### config.mk
export PLATFORM = sky130hd
export DESIGN_NAME = quad_dir_decoder_flat
export DESIGN_NICKNAME = d
export VERILOG_FILES = /design/src/rtl/quad_dir_decoder_if.sv /design/src/rtl/quad_dir_decoder.sv /design/src/flat_wrapper.sv
export SDC_FILE = /design/constraint.sdc
export NUM_CORES = 1
export LEC_CHECK = 0
export ABC_AREA = 1
export BUFFER_PORTS_ARGS = -buffer_cell sky130_fd_sc_hd__buf_2
export CAP_MARGIN = 30
export CORE_AREA = 2 2 68 70
export CTS_CLUSTER_SIZE = 30
export DETAILED_ROUTE_END_ITERATION = 16
export DIE_AREA = 0 0 70 72
export SETUP_SLACK_MARGIN = 0.5
export SKIP_LAST_GASP = 1
export SYNTH_ARGS = -nofsm -noshare
export SYNTH_HDL_FRONTEND = slang
export SYNTH_SLANG_ARGS = --single-unit
### constraint.sdc
create_clock -name clk -period 1.2 [get_ports clk]
set_input_delay 0.24 -clock clk [delete_from_list [all_inputs] [get_ports clk]]
set_output_delay 0.24 -clock clk [all_outputs]
set_load 0.01 [all_outputs]
### src/rtl/quad_dir_decoder_if.sv
// Quadrature decoder bus: async phase inputs toward the decoder and the
// decoded counter-control / status outputs back from it.
//   a_in, b_in : quadrature phases (async to clk)
//   cnt_en     : one-cycle step pulse
//   up_down    : direction level, 1=up 0=down
//   err        : one-cycle illegal-transition pulse
//   err_cnt    : saturating illegal-transition count
//   phase      : decoded phase {A,B}
// master = stimulus/consumer side, slave = decoder side.
interface quad_dir_decoder_if #(
  parameter int unsigned ERR_W = 8
);
  logic             a_in;
  logic             b_in;
  logic             cnt_en;
  logic             up_down;
  logic             err;
  logic [ERR_W-1:0] err_cnt;
  logic [1:0]       phase;

  modport master (
    output a_in, b_in,
    input  cnt_en, up_down, err, err_cnt, phase
  );

  modport slave (
    input  a_in, b_in,
    output cnt_en, up_down, err, err_cnt, phase
  );
endinterface

### src/rtl/quad_dir_decoder.sv
// Quadrature direction decoder: synchronises and glitch-filters async A/B
// phases, tracks the Gray-coded phase in a 4-state FSM and emits the
// up_down level and cnt_en step pulse for a downstream up/down counter.
// Illegal (double-bit) phase jumps raise a one-cycle err pulse and bump a
// saturating error counter.
//   clk, rst_n : clock, async active-low reset
//   bus        : quad_dir_decoder_if.slave (a_in/b_in in; cnt_en, up_down,
//                err, err_cnt, phase out; all outputs registered)
// Build option: define QDEC_X4_EN for x4 resolution (cnt_en on every step);
// default x1 pulses cnt_en only on steps entering phase 00.
module quad_dir_decoder #(
  parameter int unsigned FILT_LEN = 3,
  parameter int unsigned ERR_W    = 8
) (
  input  logic                clk,
  input  logic                rst_n,
  quad_dir_decoder_if.slave   bus
);

  localparam int unsigned FC_W     = 4;
  localparam int unsigned INIT_LEN = FILT_LEN + 2;
  localparam int unsigned IC_W     = 5;

  typedef enum logic [1:0] {
    S00 = 2'b00,
    S01 = 2'b01,
    S11 = 2'b11,
    S10 = 2'b10
  } state_t;

  logic [1:0]       sync1_q, sync2_q;
  logic [1:0]       filt_q, filt_d;
  logic [FC_W-1:0]  fcnt_q [2];
  logic [FC_W-1:0]  fcnt_d [2];
  logic [IC_W-1:0]  stab_q, stab_d;
  logic             init_q, init_d;
  state_t           state_q, state_d;
  state_t           fwd_nxt, rev_nxt;
  logic             cnt_en_q, cnt_en_d;
  logic             up_down_q, up_down_d;
  logic             err_q, err_d;
  logic [ERR_W-1:0] err_cnt_q, err_cnt_d;

  // State register: synchroniser, filter, init tracking, FSM and outputs
  always_ff @(posedge clk or negedge rst_n) begin
    if (!rst_n) begin
      sync1_q   <= 2'b00;
      sync2_q   <= 2'b00;
      filt_q    <= 2'b00;
      fcnt_q    <= '{default: '0};
      stab_q    <= '0;
      init_q    <= 1'b0;
      state_q   <= S00;
      cnt_en_q  <= 1'b0;
      up_down_q <= 1'b1;
      err_q     <= 1'b0;
      err_cnt_q <= '0;
    end else begin
      sync1_q   <= {bus.a_in, bus.b_in};
      sync2_q   <= sync1_q;
      filt_q    <= filt_d;
      fcnt_q    <= fcnt_d;
      stab_q    <= stab_d;
      init_q    <= init_d;
      state_q   <= state_d;
      cnt_en_q  <= cnt_en_d;
      up_down_q <= up_down_d;
      err_q     <= err_d;
      err_cnt_q <= err_cnt_d;
    end
  end

  // Next-state: filter, init load, phase FSM
  always_comb begin
    filt_d    = filt_q;
    fcnt_d    = fcnt_q;
    stab_d    = stab_q;
    init_d    = init_q;
    state_d   = state_q;
    cnt_en_d  = 1'b0;
    up_down_d = up_down_q;
    err_d     = 1'b0;
    err_cnt_d = err_cnt_q;
    fwd_nxt   = S01;
    rev_nxt   = S10;

    // Per-bit filter: accept a new value after FILT_LEN consecutive differing clocks
    for (int i = 0; i < 2; i++) begin
      if (sync2_q[i] != filt_q[i]) begin
        if (fcnt_q[i] == FC_W'(FILT_LEN - 1)) begin
          filt_d[i] = sync2_q[i];
          fcnt_d[i] = '0;
        end else begin
          fcnt_d[i] = fcnt_q[i] + FC_W'(1);
        end
      end else begin
        fcnt_d[i] = '0;
      end
    end

    // Gray-code neighbours of the current phase
    case (state_q)
      S00: begin fwd_nxt = S01; rev_nxt = S10; end
      S01: begin fwd_nxt = S11; rev_nxt = S00; end
      S11: begin fwd_nxt = S10; rev_nxt = S01; end
      S10: begin fwd_nxt = S00; rev_nxt = S11; end
      default: begin fwd_nxt = S01; rev_nxt = S10; end
    endcase

    if (!init_q) begin
      // Wait out the synchroniser fill plus FILT_LEN quiet clocks, then adopt
      // the filtered phase silently so a non-zero idle level is not a step.
      if (sync2_q == filt_q) begin
        if (stab_q == IC_W'(INIT_LEN - 1)) begin
          init_d  = 1'b1;
          state_d = state_t'(filt_q);
          stab_d  = '0;
        end else begin
          stab_d = stab_q + IC_W'(1);
        end
      end else begin
        stab_d = '0;
      end
    end else if (filt_q != state_q) begin
      state_d = state_t'(filt_q);
      if ((filt_q == fwd_nxt) || (filt_q == rev_nxt)) begin
        up_down_d = (filt_q == fwd_nxt);
`ifdef QDEC_X4_EN
        cnt_en_d = 1'b1;
`else
        cnt_en_d = (filt_q == 2'b00);
`endif
      end else begin
        err_d = 1'b1;
        if (err_cnt_q != {ERR_W{1'b1}}) begin
          err_cnt_d = err_cnt_q + ERR_W'(1);
        end
      end
    end
  end

  assign bus.cnt_en  = cnt_en_q;
  assign bus.up_down = up_down_q;
  assign bus.err     = err_q;
  assign bus.err_cnt = err_cnt_q;
  assign bus.phase   = state_q;

endmodule
### src/flat_wrapper.sv
// flat-port wrapper written by rule: the top's interface ports become plain ports
module quad_dir_decoder_flat 
#(
  parameter int unsigned FILT_LEN = 3,
  parameter int unsigned ERR_W    = 8
)
  (clk, rst_n, bus_a_in, bus_b_in, bus_cnt_en, bus_up_down, bus_err, bus_err_cnt, bus_phase);
  quad_dir_decoder_if #(.ERR_W(ERR_W)) bus_i ();
  input  logic clk;
  input  logic rst_n;
  input wire logic [$bits(bus_i.a_in)-1:0] bus_a_in;
  input wire logic [$bits(bus_i.b_in)-1:0] bus_b_in;
  output wire logic [$bits(bus_i.cnt_en)-1:0] bus_cnt_en;
  output wire logic [$bits(bus_i.up_down)-1:0] bus_up_down;
  output wire logic [$bits(bus_i.err)-1:0] bus_err;
  output wire logic [$bits(bus_i.err_cnt)-1:0] bus_err_cnt;
  output wire logic [$bits(bus_i.phase)-1:0] bus_phase;
  assign bus_i.a_in = bus_a_in;
  assign bus_i.b_in = bus_b_in;
  assign bus_cnt_en = bus_i.cnt_en;
  assign bus_up_down = bus_i.up_down;
  assign bus_err = bus_i.err;
  assign bus_err_cnt = bus_i.err_cnt;
  assign bus_phase = bus_i.phase;
  quad_dir_decoder #(.FILT_LEN(FILT_LEN), .ERR_W(ERR_W)) u_core (.clk(clk), .rst_n(rst_n), .bus(bus_i));
endmodule
==> run metrics <==
count of final max-slew check failures 0; input/output buffers 16; FILL cells 357; Hold WC Path Type in2async; Hold Slack -153 ps; outcome finished with violations; TritonCTS clock tree yes; LEAKAGE 0.00131 uW; Clock transition at path regs 70 ps; total global-route track usage 16.1%; Netlist cell types 20; Clock Latency Late Sink 280 ps; DRC 0; maximum fanout along the worst path 5; met2 Use GR 24.9%; Rows 24; Tcrit/Tclk final 112%; pin slew with the least headroom to its limit 334 ps; vias in the first global route 1446; GPL Wtd Cong 0.784; CTS Buf Count 5; CTS root buffer clkbuf_8; design area 2750 um^2; initial antenna violation count 0; num ports 17; synth warn 0; Final nets 281; Avg Vias per Cell 4.63; Syn Nets 211; dpl hpwl 2450 um; min cycle time layout 1340 ps; final hold vios 12; critical path class reg2out; Startpoint Class flop; Die Ht 72 um; synthesized area per cell 8.56 um^2; Critical Path RT 960 ps; total number of H-tree levels 2; first drt pass iteration count 4; critical-path cell list buf_4, buf_6, buf_6; core area 4260 um^2; most crowded layer after global routing met2; initial core utilization 40.1%; GR Util met3 4.72%; area added between synthesis and finish 60.4%; number of clock sinks 33; Post-DP Area 2100 um^2; Cell Pwr Density 2210 nW/um^2; antenna-violating nets left 0; Yosys reg bits 33; WL/cell 12.2 um; worst path arrival time 1100 ps; CP max stage cell dfrtp_2; worst relative slew slack 77.7%; CP top delay family flip-flops; Cell Area, Synth 1710 um^2; Clock Path Buffers 2; Crit. End Element output pin; Setup Viol. Count Final 15; GRT Residual Overflow 0; WP buf/inv 3; DR vias 1494; Die ar. 5040 um^2; post-route setup slack -139 ps; clock skew 9.38 ps; failing checks hold timing, setup timing; cell count after synthesis 200; max incr delay on CP 460 ps; CP most frequent cell buf_6; first-pass GRT wire length 6440 um; Starting DRT DRC Count 68; maxcap violations 0; final WL 3930 um; global routing usage on met1 22.3%; Die W 70 um; maximum VDD drop 1540 uV; post-synthesis sequential area ratio 48.3%; ant diodes 0; fmax 747 MHz; pin count of the biggest net entering global routing 22; RSZ-0062 raised after global routing yes; ratio of cells with drive above 1 in the final layout 51.3%
-- what timing repair did --
item / in CTS / in global routing
gates resized for setup: 40 / 47
hold endpoints to repair: 12 / 12
setup endpoints to repair: 42 / 42
setup buffers: 17 / 6
pin swaps: 14 / 17
-- layout by cell type (no fill, tap or decap), types with 8 or more instances in the layout --
master    instances
xor2_1            8
nand2_1          39
buf_4            37
o21bai_1          8
inv_1            10
nor2_1            8
inv_2             9
dfrtp_1          26
nand3_1          16
buf_6            21
nor2_2            8
-- synth_stat cells --
master | count | share of area (%)
ha_1 | 7 | 5.1
a21oi_1 | 2 | 0.58
nor2_4 | 1 | 0.66
nand2_2 | 3 | 1.1
clkinv_1 | 1 | 0.22
dfstp_2 | 1 | 1.5
o21bai_1 | 8 | 3.5
inv_2 | 2 | 0.44
nand4_1 | 5 | 1.8
inv_1 | 19 | 4.2
nand2_1 | 52 | 11
nor2_1 | 22 | 4.8
buf_6 | 3 | 2.0
nand3_1 | 19 | 5.6
nand3_2 | 1 | 0.58
xor2_1 | 10 | 5.1
dfrtp_1 | 32 | 47
nor3_1 | 2 | 0.58
o21ai_0 | 5 | 1.5
xnor2_1 | 5 | 2.6
-- routing by layer --
layer | vias up | share of wire [%]
li1 | 769 | -
met1 | 705 | 45
met2 | 14 | 52
met3 | 6 | 2.4
met4 | 0 | 1.0
met5 | - | 0
-- layout make-up --
| type | count | area (um^2) | share of cell area [%] |
|---|---|---|---|
| clock buffers | 7 | 86.3 | 3.14 |
| clock inverters | 1 | 30.0 | 1.09 |
| inverters | 22 | 88.8 | 3.24 |
| multi-input cells | 142 | 1070 | 39.0 |
| flip-flops and latches | 33 | 835 | 30.4 |
| well taps | 52 | 65.1 | 2.37 |
| repair buffers | 66 | 569 | 20.7 |
-- path summary, 6_finish.rpt --
check / startpoint / to / slack (ps) / depth (start not counted)
min: rst_n / u_core.fcnt_q[7]$_DFF_PN0_ / -150 / 1
min in group clk: bus_a_in / u_core.sync1_q[1]$_DFF_PN0_ / 60 / 1
max in group asynchronous: rst_n / u_core.bus.up_down$_DFFE_PN1P_ / 850 / 2
max reg2reg: u_core.bus.phase[0]$_DFFE_PN0P_ / u_core.bus.phase[1]$_DFFE_PN0P_ / -140 / 7
min reg2reg: u_core.sync1_q[1]$_DFF_PN0_ / u_core.sync2_q[1]$_DFF_PN0_ / 360 / 0
max: u_core.bus.phase[0]$_DFFE_PN0P_ / bus_phase[0] / -140 / 3
-- through the flow --
stage / setup WS [ps] / instances / power (uW) / setup TNS (ps) / utilization (%)
after detailed placement: -120 / 292 / 3610 / -1120 / 49.1
after CTS: -83.4 / 317 / 5340 / -949 / 58.7
after floorplan: -24.0 / 200 / 2860 / -71.1 / -
after global routing: -215 / 323 / 6500 / -2810 / 64.4
after global placement: -92.2 / 292 / 3590 / -761 / 49.1
final: -139 / 323 / 6060 / -1350 / 64.4
-- power by group --
part	internal, uW	switching (uW)	total (uW)	leakage, uW
Clock	677	401	1080	0.0000585
Sequential	1350	265	1610	0.000426
Combinational	1680	1690	3370	0.000823
Total	3700	2360	6060	0.00131
-- logic make-up (layout without fill, tap and decap cells) --
logic type | after synthesis | in the layout | share of synthesized area [%]
AO/OA/AOI/OAI | 15 | 15 | 5.56
XOR/XNOR | 15 | 15 | 7.68
adder cells (fa/ha/maj) | 7 | 7 | 5.12
buffers and inverters | 25 | 96 | 6.80
flip-flops | 33 | 33 | 48.3
AND/OR/NAND/NOR | 105 | 105 | 26.5
-- flip-flops by register name, summed over array words and instances (netlist names) --
register            count
u_core.bus.err_cnt      8
u_core.init_q           1
u_core.bus.cnt_en       1
u_core.bus.up_down      1
u_core.sync1_q          2
u_core.filt_q           2
u_core.fcnt_q           8
u_core.stab_q           5
u_core.bus.phase        2
u_core.sync2_q          2
u_core.bus.err          1
(Power assumes the default switching activity.)
